$ cat src/rtl/hazard_pkg.sv
// Shared encodings for the hazard/scoreboard unit: result_src values, forwarding selects, widths.
// Constants only; no timing or flow-control behaviour of its own.
package hazard_pkg;

    localparam int REG_AW    = 5;
    localparam int RES_SRC_W = 3;

    localparam logic [RES_SRC_W-1:0] RES_ALU  = 3'b000;
    localparam logic [RES_SRC_W-1:0] RES_LOAD = 3'b001;
    localparam logic [RES_SRC_W-1:0] RES_PC4  = 3'b010;
    localparam logic [RES_SRC_W-1:0] RES_LU   = 3'b100;
    localparam logic [RES_SRC_W-1:0] LOAD_SRC = RES_LOAD;

    typedef enum logic [1:0] {
        FWD_REG = 2'b00,
        FWD_W   = 2'b01,
        FWD_M   = 2'b10,
        FWD_LU  = 2'b11
    } fwd_sel_e;

endpackage

$ cat src/rtl/hazard_scoreboard.sv
// Busy-register scoreboard for long-latency ops; RAW/WAW/full terms are combinational, state updates next edge.
// Blocks new issues when the pipe stalls or MAX_OUTSTANDING ops are in flight without a completion.
module hazard_scoreboard
    import hazard_pkg::*;
#(
    parameter int NUM_REGS        = 32,
    parameter int REG_AW          = hazard_pkg::REG_AW,
    parameter int MAX_OUTSTANDING = 4,
    parameter bit ZERO_HARDWIRED  = 1'b1
) (
    input  logic              clk,
    input  logic              reset,
    input  logic [REG_AW-1:0] rs1_d,
    input  logic [REG_AW-1:0] rs2_d,
    input  logic [REG_AW-1:0] rs3_d,
    input  logic [REG_AW-1:0] rd_e,
    input  logic              reg_write_e,
    input  logic              lu_issue_e,
    input  logic              lu_done,
    input  logic [REG_AW-1:0] lu_done_rd,
    input  logic              pipe_stall,
    output logic              sb_raw,
    output logic              sb_waw,
    output logic              sb_full,
    output logic              lu_busy,
    output logic              sb_err
);

    localparam int               CNT_W   = $clog2(MAX_OUTSTANDING + 1);
    localparam logic [CNT_W-1:0] CNT_MAX = CNT_W'(MAX_OUTSTANDING);

    logic [NUM_REGS-1:0] busy;
    logic [NUM_REGS-1:0] busy_nxt;
    logic [CNT_W-1:0]    cnt;
    logic [CNT_W-1:0]    cnt_nxt;
    logic                done_ok;
    logic                issue_ok;

    function automatic logic is_live(input logic [REG_AW-1:0] r);
        return !(ZERO_HARDWIRED && (r == '0));
    endfunction

    // A source being completed this cycle is not a hazard: it is bypassed on the LU forward path.
    function automatic logic raw_hit(input logic [REG_AW-1:0]   rs,
                                     input logic [NUM_REGS-1:0] bv,
                                     input logic                done,
                                     input logic [REG_AW-1:0]   done_rd);
        return is_live(rs) && bv[rs] && !(done && (done_rd == rs));
    endfunction

    always_comb begin
        sb_raw   = raw_hit(rs1_d, busy, lu_done, lu_done_rd)
                || raw_hit(rs2_d, busy, lu_done, lu_done_rd)
                || raw_hit(rs3_d, busy, lu_done, lu_done_rd);
        sb_waw   = reg_write_e && busy[rd_e];
        sb_full  = lu_issue_e && (cnt == CNT_MAX) && !lu_done;
        done_ok  = lu_done && busy[lu_done_rd] && (cnt != '0);
        issue_ok = lu_issue_e && !(pipe_stall || sb_raw || sb_waw || sb_full);

        // Clear before set so a same-register issue wins over the completion.
        busy_nxt = busy;
        if (done_ok) begin
            busy_nxt[lu_done_rd] = 1'b0;
        end
        if (issue_ok && is_live(rd_e)) begin
            busy_nxt[rd_e] = 1'b1;
        end

        cnt_nxt = cnt;
        if (issue_ok && !done_ok) begin
            if (cnt != CNT_MAX) begin
                cnt_nxt = cnt + CNT_W'(1);
            end
        end else if (!issue_ok && done_ok) begin
            cnt_nxt = cnt - CNT_W'(1);
        end
    end

    always_ff @(posedge clk) begin
        if (reset) begin
            busy   <= '0;
            cnt    <= '0;
            sb_err <= 1'b0;
        end else begin
            busy <= busy_nxt;
            cnt  <= cnt_nxt;
            if (lu_done && !done_ok) begin
                sb_err <= 1'b1;
            end
        end
    end

    assign lu_busy = (cnt != '0);

endmodule

$ cat src/rtl/hazard_scoreboard_unit.sv
// Hazard unit: forwarding selects, load-use/branch/scoreboard stalls; all outputs combinational, state next edge.
// Any hazard stalls F and D and flushes E for as long as the condition holds.
module hazard_scoreboard_unit
    import hazard_pkg::*;
#(
    parameter int                   NUM_REGS        = 32,
    parameter int                   REG_AW          = hazard_pkg::REG_AW,
    parameter int                   RES_SRC_W       = hazard_pkg::RES_SRC_W,
    parameter logic [RES_SRC_W-1:0] LOAD_SRC        = RES_SRC_W'(hazard_pkg::LOAD_SRC),
    parameter int                   MAX_OUTSTANDING = 4,
    parameter bit                   ZERO_HARDWIRED  = 1'b1
) (
    input  logic                 clk,
    input  logic                 reset,
    input  logic [REG_AW-1:0]    rs1_d,
    input  logic [REG_AW-1:0]    rs2_d,
    input  logic [REG_AW-1:0]    rs3_d,
    input  logic [REG_AW-1:0]    rs1_e,
    input  logic [REG_AW-1:0]    rs2_e,
    input  logic [REG_AW-1:0]    rd_e,
    input  logic [REG_AW-1:0]    rd_m,
    input  logic [REG_AW-1:0]    rd_w,
    input  logic                 reg_write_e,
    input  logic                 reg_write_m,
    input  logic                 reg_write_w,
    input  logic [RES_SRC_W-1:0] result_src_e,
    input  logic [RES_SRC_W-1:0] result_src_m,
    input  logic                 branch_d,
    input  logic                 lu_issue_e,
    input  logic                 lu_done,
    input  logic [REG_AW-1:0]    lu_done_rd,
    output logic [1:0]           forward_a,
    output logic [1:0]           forward_b,
    output logic                 forward_ad,
    output logic                 forward_bd,
    output logic                 stall_f,
    output logic                 stall_d,
    output logic                 flush_e,
    output logic                 lu_busy,
    output logic                 sb_err
);

    logic load_use;
    logic branch_stall;
    logic sb_raw;
    logic sb_waw;
    logic sb_full;
    logic stall;

    function automatic logic is_live(input logic [REG_AW-1:0] r);
        return !(ZERO_HARDWIRED && (r == '0));
    endfunction

    // M beats the LU completion, which beats W: youngest producer first.
    function automatic logic [1:0] fwd_sel(input logic [REG_AW-1:0] rs);
        logic [1:0] sel;
        sel = FWD_REG;
        if (reg_write_m && (rd_m == rs) && is_live(rs)) begin
            sel = FWD_M;
        end else if (lu_done && (lu_done_rd == rs) && is_live(rs)) begin
            sel = FWD_LU;
        end else if (reg_write_w && (rd_w == rs) && is_live(rs)) begin
            sel = FWD_W;
        end
        return sel;
    endfunction

    always_comb begin
        forward_a  = fwd_sel(rs1_e);
        forward_b  = fwd_sel(rs2_e);
        forward_ad = reg_write_m && (rd_m == rs1_d) && is_live(rs1_d);
        forward_bd = reg_write_m && (rd_m == rs2_d) && is_live(rs2_d);

        load_use = (result_src_e == LOAD_SRC) && reg_write_e && is_live(rd_e)
                && ((rd_e == rs1_d) || (rd_e == rs2_d) || (rd_e == rs3_d));

        branch_stall = branch_d
                && ((reg_write_e && is_live(rd_e) && ((rd_e == rs1_d) || (rd_e == rs2_d)))
                 || ((result_src_m == LOAD_SRC) && is_live(rd_m)
                     && ((rd_m == rs1_d) || (rd_m == rs2_d))));
    end

    hazard_scoreboard #(
        .NUM_REGS        (NUM_REGS),
        .REG_AW          (REG_AW),
        .MAX_OUTSTANDING (MAX_OUTSTANDING),
        .ZERO_HARDWIRED  (ZERO_HARDWIRED)
    ) u_sb (
        .clk         (clk),
        .reset       (reset),
        .rs1_d       (rs1_d),
        .rs2_d       (rs2_d),
        .rs3_d       (rs3_d),
        .rd_e        (rd_e),
        .reg_write_e (reg_write_e),
        .lu_issue_e  (lu_issue_e),
        .lu_done     (lu_done),
        .lu_done_rd  (lu_done_rd),
        .pipe_stall  (load_use | branch_stall),
        .sb_raw      (sb_raw),
        .sb_waw      (sb_waw),
        .sb_full     (sb_full),
        .lu_busy     (lu_busy),
        .sb_err      (sb_err)
    );

    assign stall   = load_use | branch_stall | sb_raw | sb_waw | sb_full;
    assign stall_f = stall;
    assign stall_d = stall;
    assign flush_e = stall;

endmodule

$ cat config.mk
export PLATFORM = sky130hd
export DESIGN_NAME = hazard_scoreboard_unit
export DESIGN_NICKNAME = d
export VERILOG_FILES = /design/src/rtl/hazard_pkg.sv /design/src/rtl/hazard_scoreboard.sv /design/src/rtl/hazard_scoreboard_unit.sv
export SDC_FILE = /design/constraint.sdc
export NUM_CORES = 1
export LEC_CHECK = 0
export BUFFER_PORTS_ARGS = -buffer_cell sky130_fd_sc_hd__buf_2
export CORE_MARGIN = 1
export CORE_UTILIZATION = 45
export DETAILED_ROUTE_END_ITERATION = 7
export PLACE_DENSITY = 0.66
export SETUP_SLACK_MARGIN = 0.2
export SYNTH_ARGS = -nofsm -noshare
export SYNTH_HDL_FRONTEND = slang
export SYNTH_HIERARCHICAL = 1
export SYNTH_SLANG_ARGS = --single-unit
export TNS_END_PERCENT = 20
$ cat constraint.sdc
create_clock -name clk -period 10.2 [get_ports clk]
set_input_delay 1.53 -clock clk [delete_from_list [all_inputs] [get_ports clk]]
set_output_delay 1.53 -clock clk [all_outputs]
set_load 0.01 [all_outputs]
==> summary.md <==
| Metric | Value |
|---|---|
| Final non-filler cell total | `614` |
| Total grt overflow | `0` |
| Critical Path End Type | `output port` |
| Flop and latch count out of synthesis | `36` |
| Post-CTS setup buffers | `0` |
| Fill cells | `826` |
| Starting DRT DRC Count | `364` |
| R2R cell count | `10` |
| Port Buffer Count | `69` |
| Layout cell share with drive strength beyond 1 | `24.3%` |
| Clock Latency Late Sink | `0.29 ns` |
| Routed len/inst | `22.3 um` |
| Hpwl dp | `9920 um` |
| Data arrival, critical path | `3.86 ns` |
| Root buffer cell | `clkbuf_8` |
| Num ports | `70` |
| CTS Buf Count | `5` |
| Min-delay src | `u_sb/sb_err` |
| Cell Area, Synth | `4050 um^2` |
| Top cells by instance count after synthesis | `40 x xnor2_1, 36 x dfxtp_1, 31 x mux4_2` |
| CTS resizes | `0` |
| Max IR drop VDD | `0.0665 mV` |
| Count leader, synth | `xnor2_1` |
| Synthesized instance count | `467` |
| Total routed wirelength | `13,700 um` |
| DRT Pass-1 Iters | `5` |
| Gr usage total | `29.1%` |
| Initial Util | `46.4%` |
| Slew margin rel. | `43.2%` |
| First-pass GRT wire length | `21,800 um` |
| Clk slew on worst S/H paths | `0.07 ns` |
| Worst r2r dst | `u_sb/cnt[2]` |
| Row Count | `34` |
| Die footprint | `9380 um^2` |
| Setup TNS | `0 ns` |
| Hold slack | `0.470 ns` |
| RSZ-0062 raised after global routing | `no` |
| Register area share after synthesis | `17.8%` |
| GP Congestion | `1.02` |
| Ys Warns | `6` |
| Clock Sinks | `36` |
| Period utilization | `52.8%` |
| Area growth syn-to-layout | `9.71%` |
| Final slew viol count | `0` |
| Critical Path RT | `8.67 ns` |
| Startpoint Class | `input pin` |
| Worst Hold Class | `flip-flop to flip-flop` |
| DRC violations left | `0` |
| CTS tree | `done` |
| Yosys top cell area share | `17.8%` |
| Setup-failing EPs final | `0` |
| Final layout net count | `565` |
| Setup crit start | `rd_e[1]` |
| Mean post-synth cell area | `8.67 um^2` |
| Die Height | `96.8 um` |
| Final antenna-violating net count | `0` |
| CTS Buffer Depth | `2` |
| Chip width | `96.8 um` |
| Hold Path End | `u_sb/sb_err` |
| Post-synth top flop | `dfxtp_1` |
| Final Hold Viols | `0` |
| Max Cap Viol | `0` |
| Core area | `8720 um^2` |
| Initial antenna violation count | `0` |
| Vias/cell | `6.73` |
| Netlist cell types | `57` |
| Pwr/cell area | `81.6 nW/um^2` |
| Final worst path period need | `5.39 ns` |
| Fmax | `186 MHz` |
| EDFF count, synth | `0` |
| Diodes inserted | `0` |
| Slew @ Worst Pin | `0.850 ns` |
| Status | `completed` |
| Final Skew | `0.00785 ns` |
| Pin count of the biggest net entering global routing | `29` |
| Hold_buf cts | `0` |
| Yosys top cell by area | `dfxtp_1` |
| Synth area leaders | `dfxtp_1 18%, mux4_2 17%, xnor2_1 8.7%, xor2_1 6.5%, mux2i_1 4.7%` |
| R2r setup slk | `6.77 ns` |
| Worst r2r src | `u_sb/busy[16]` |
| Fraction of registers with async set or reset after synthesis | `0%` |
| Vias post-DR | `4,133` |
| Placed cells | `606` |
| CP Class | `input pin to output port` |
| Hold path cells | `2` |
| Syn Nets | `527` |
| Number of global-route vias before repair | `4,030` |
| Leakage | `0.00162 uW` |
| H-tree Lvls | `2` |
| Worst-path fanout max | `25` |
placed cells by master, fill, tap and decap left out, types with 4 or more instances in the layout:
cell type  count
clkbuf_8       5
nand2_1       27
o21ai_1        6
nor4_1        11
inv_1         13
o21ai_0       25
xor2_1        30
nand3_1       17
or3_1          6
o211ai_1      21
mux2_2         6
a21oi_1        8
xnor2_1       40
nand3b_1       4
nor2b_1        6
o22ai_1       11
nor2_1        21
dfxtp_1       36
nand2b_1       4
mux4_2        31
mux2i_1       19
buf_2         69
or4_1          5
nor3_1        13
a32oi_1        4
and2_1         5
nand4_1       13
nor3b_1        4
state kept, by name, summed over array words and instances, names as in the netlist:
signal       count
u_sb/busy       32
u_sb/cnt         3
u_sb/sb_err      1
worst max-delay path by stage:
stage | end | slack, ns | cells past startpoint
after floorplan | stall_d | 4.96 | 9
after global placement | stall_d | 4.87 | 9
after detailed placement | stall_f | 4.85 | 9
after CTS | stall_f | 4.84 | 9
after global routing | stall_f | 4.70 | 9
final | stall_f | 4.81 | 9
worst max-delay path: stages:
cell	delay, ns
buf_2	0.51
mux4_2	0.58
and4_1	0.21
a41oi_1	0.17
o211ai_1	0.18
and2_1	0.20
nor3_1	0.18
nand3_1	0.13
buf_2	0.16
report_power, final:
| part | switching, uW | total (uW) | internal (uW) |
|---|---|---|---|
| sequential | 2.93 | 145 | 142 |
| combinational | 68.9 | 116 | 47.4 |
| clock | 51.7 | 100 | 48.8 |
| total | 124 | 362 | 239 |
logic make-up after synthesis:
family,count (synthesis),share of synthesized area (%)
AO/OA/AOI/OAI,102,17.2
XOR/XNOR,70,15.1
adder cells (fa/ha/maj),1,0.495
buffers and inverters,52,5.56
flip-flops,36,17.8
multiplexers,56,23.6
AND/OR/NAND/NOR,150,20.2
through the flow:
step                      setup WS [ns]  total power [uW]  instance area, um^2  util [%]
after global placement             4.87               260                 4360      49.9
after detailed placement           4.85               263                 4360      49.9
final                              4.81               362                 4440      50.9
after global routing               4.70               381                 4440      50.9
after floorplan                    4.96               226                 4050         -
after CTS                          4.84               363                 4440      50.9
routing by layer:
layer	vias up	GRT usage [%]	routed length [um]
met3	55	4.34	1260
met1	1961	38.8	5600
met4	0	14.0	553
met2	254	46.4	6260
li1	1863	-	-
met5	-	0	0
final cells by class:
type                            count  area [um^2]  area share, %
Sequential cell                    36          721           16.2
Clock buffer                        7         76.3           1.72
Multi-Input combinational cell    379         3100           69.9
Clock inverter                      1         8.76          0.197
Inverter                           14         52.6           1.18
Tap cell                          108          135           3.04
Timing Repair Buffer               69          345           7.78
Power figures use the tool's default switching activity.
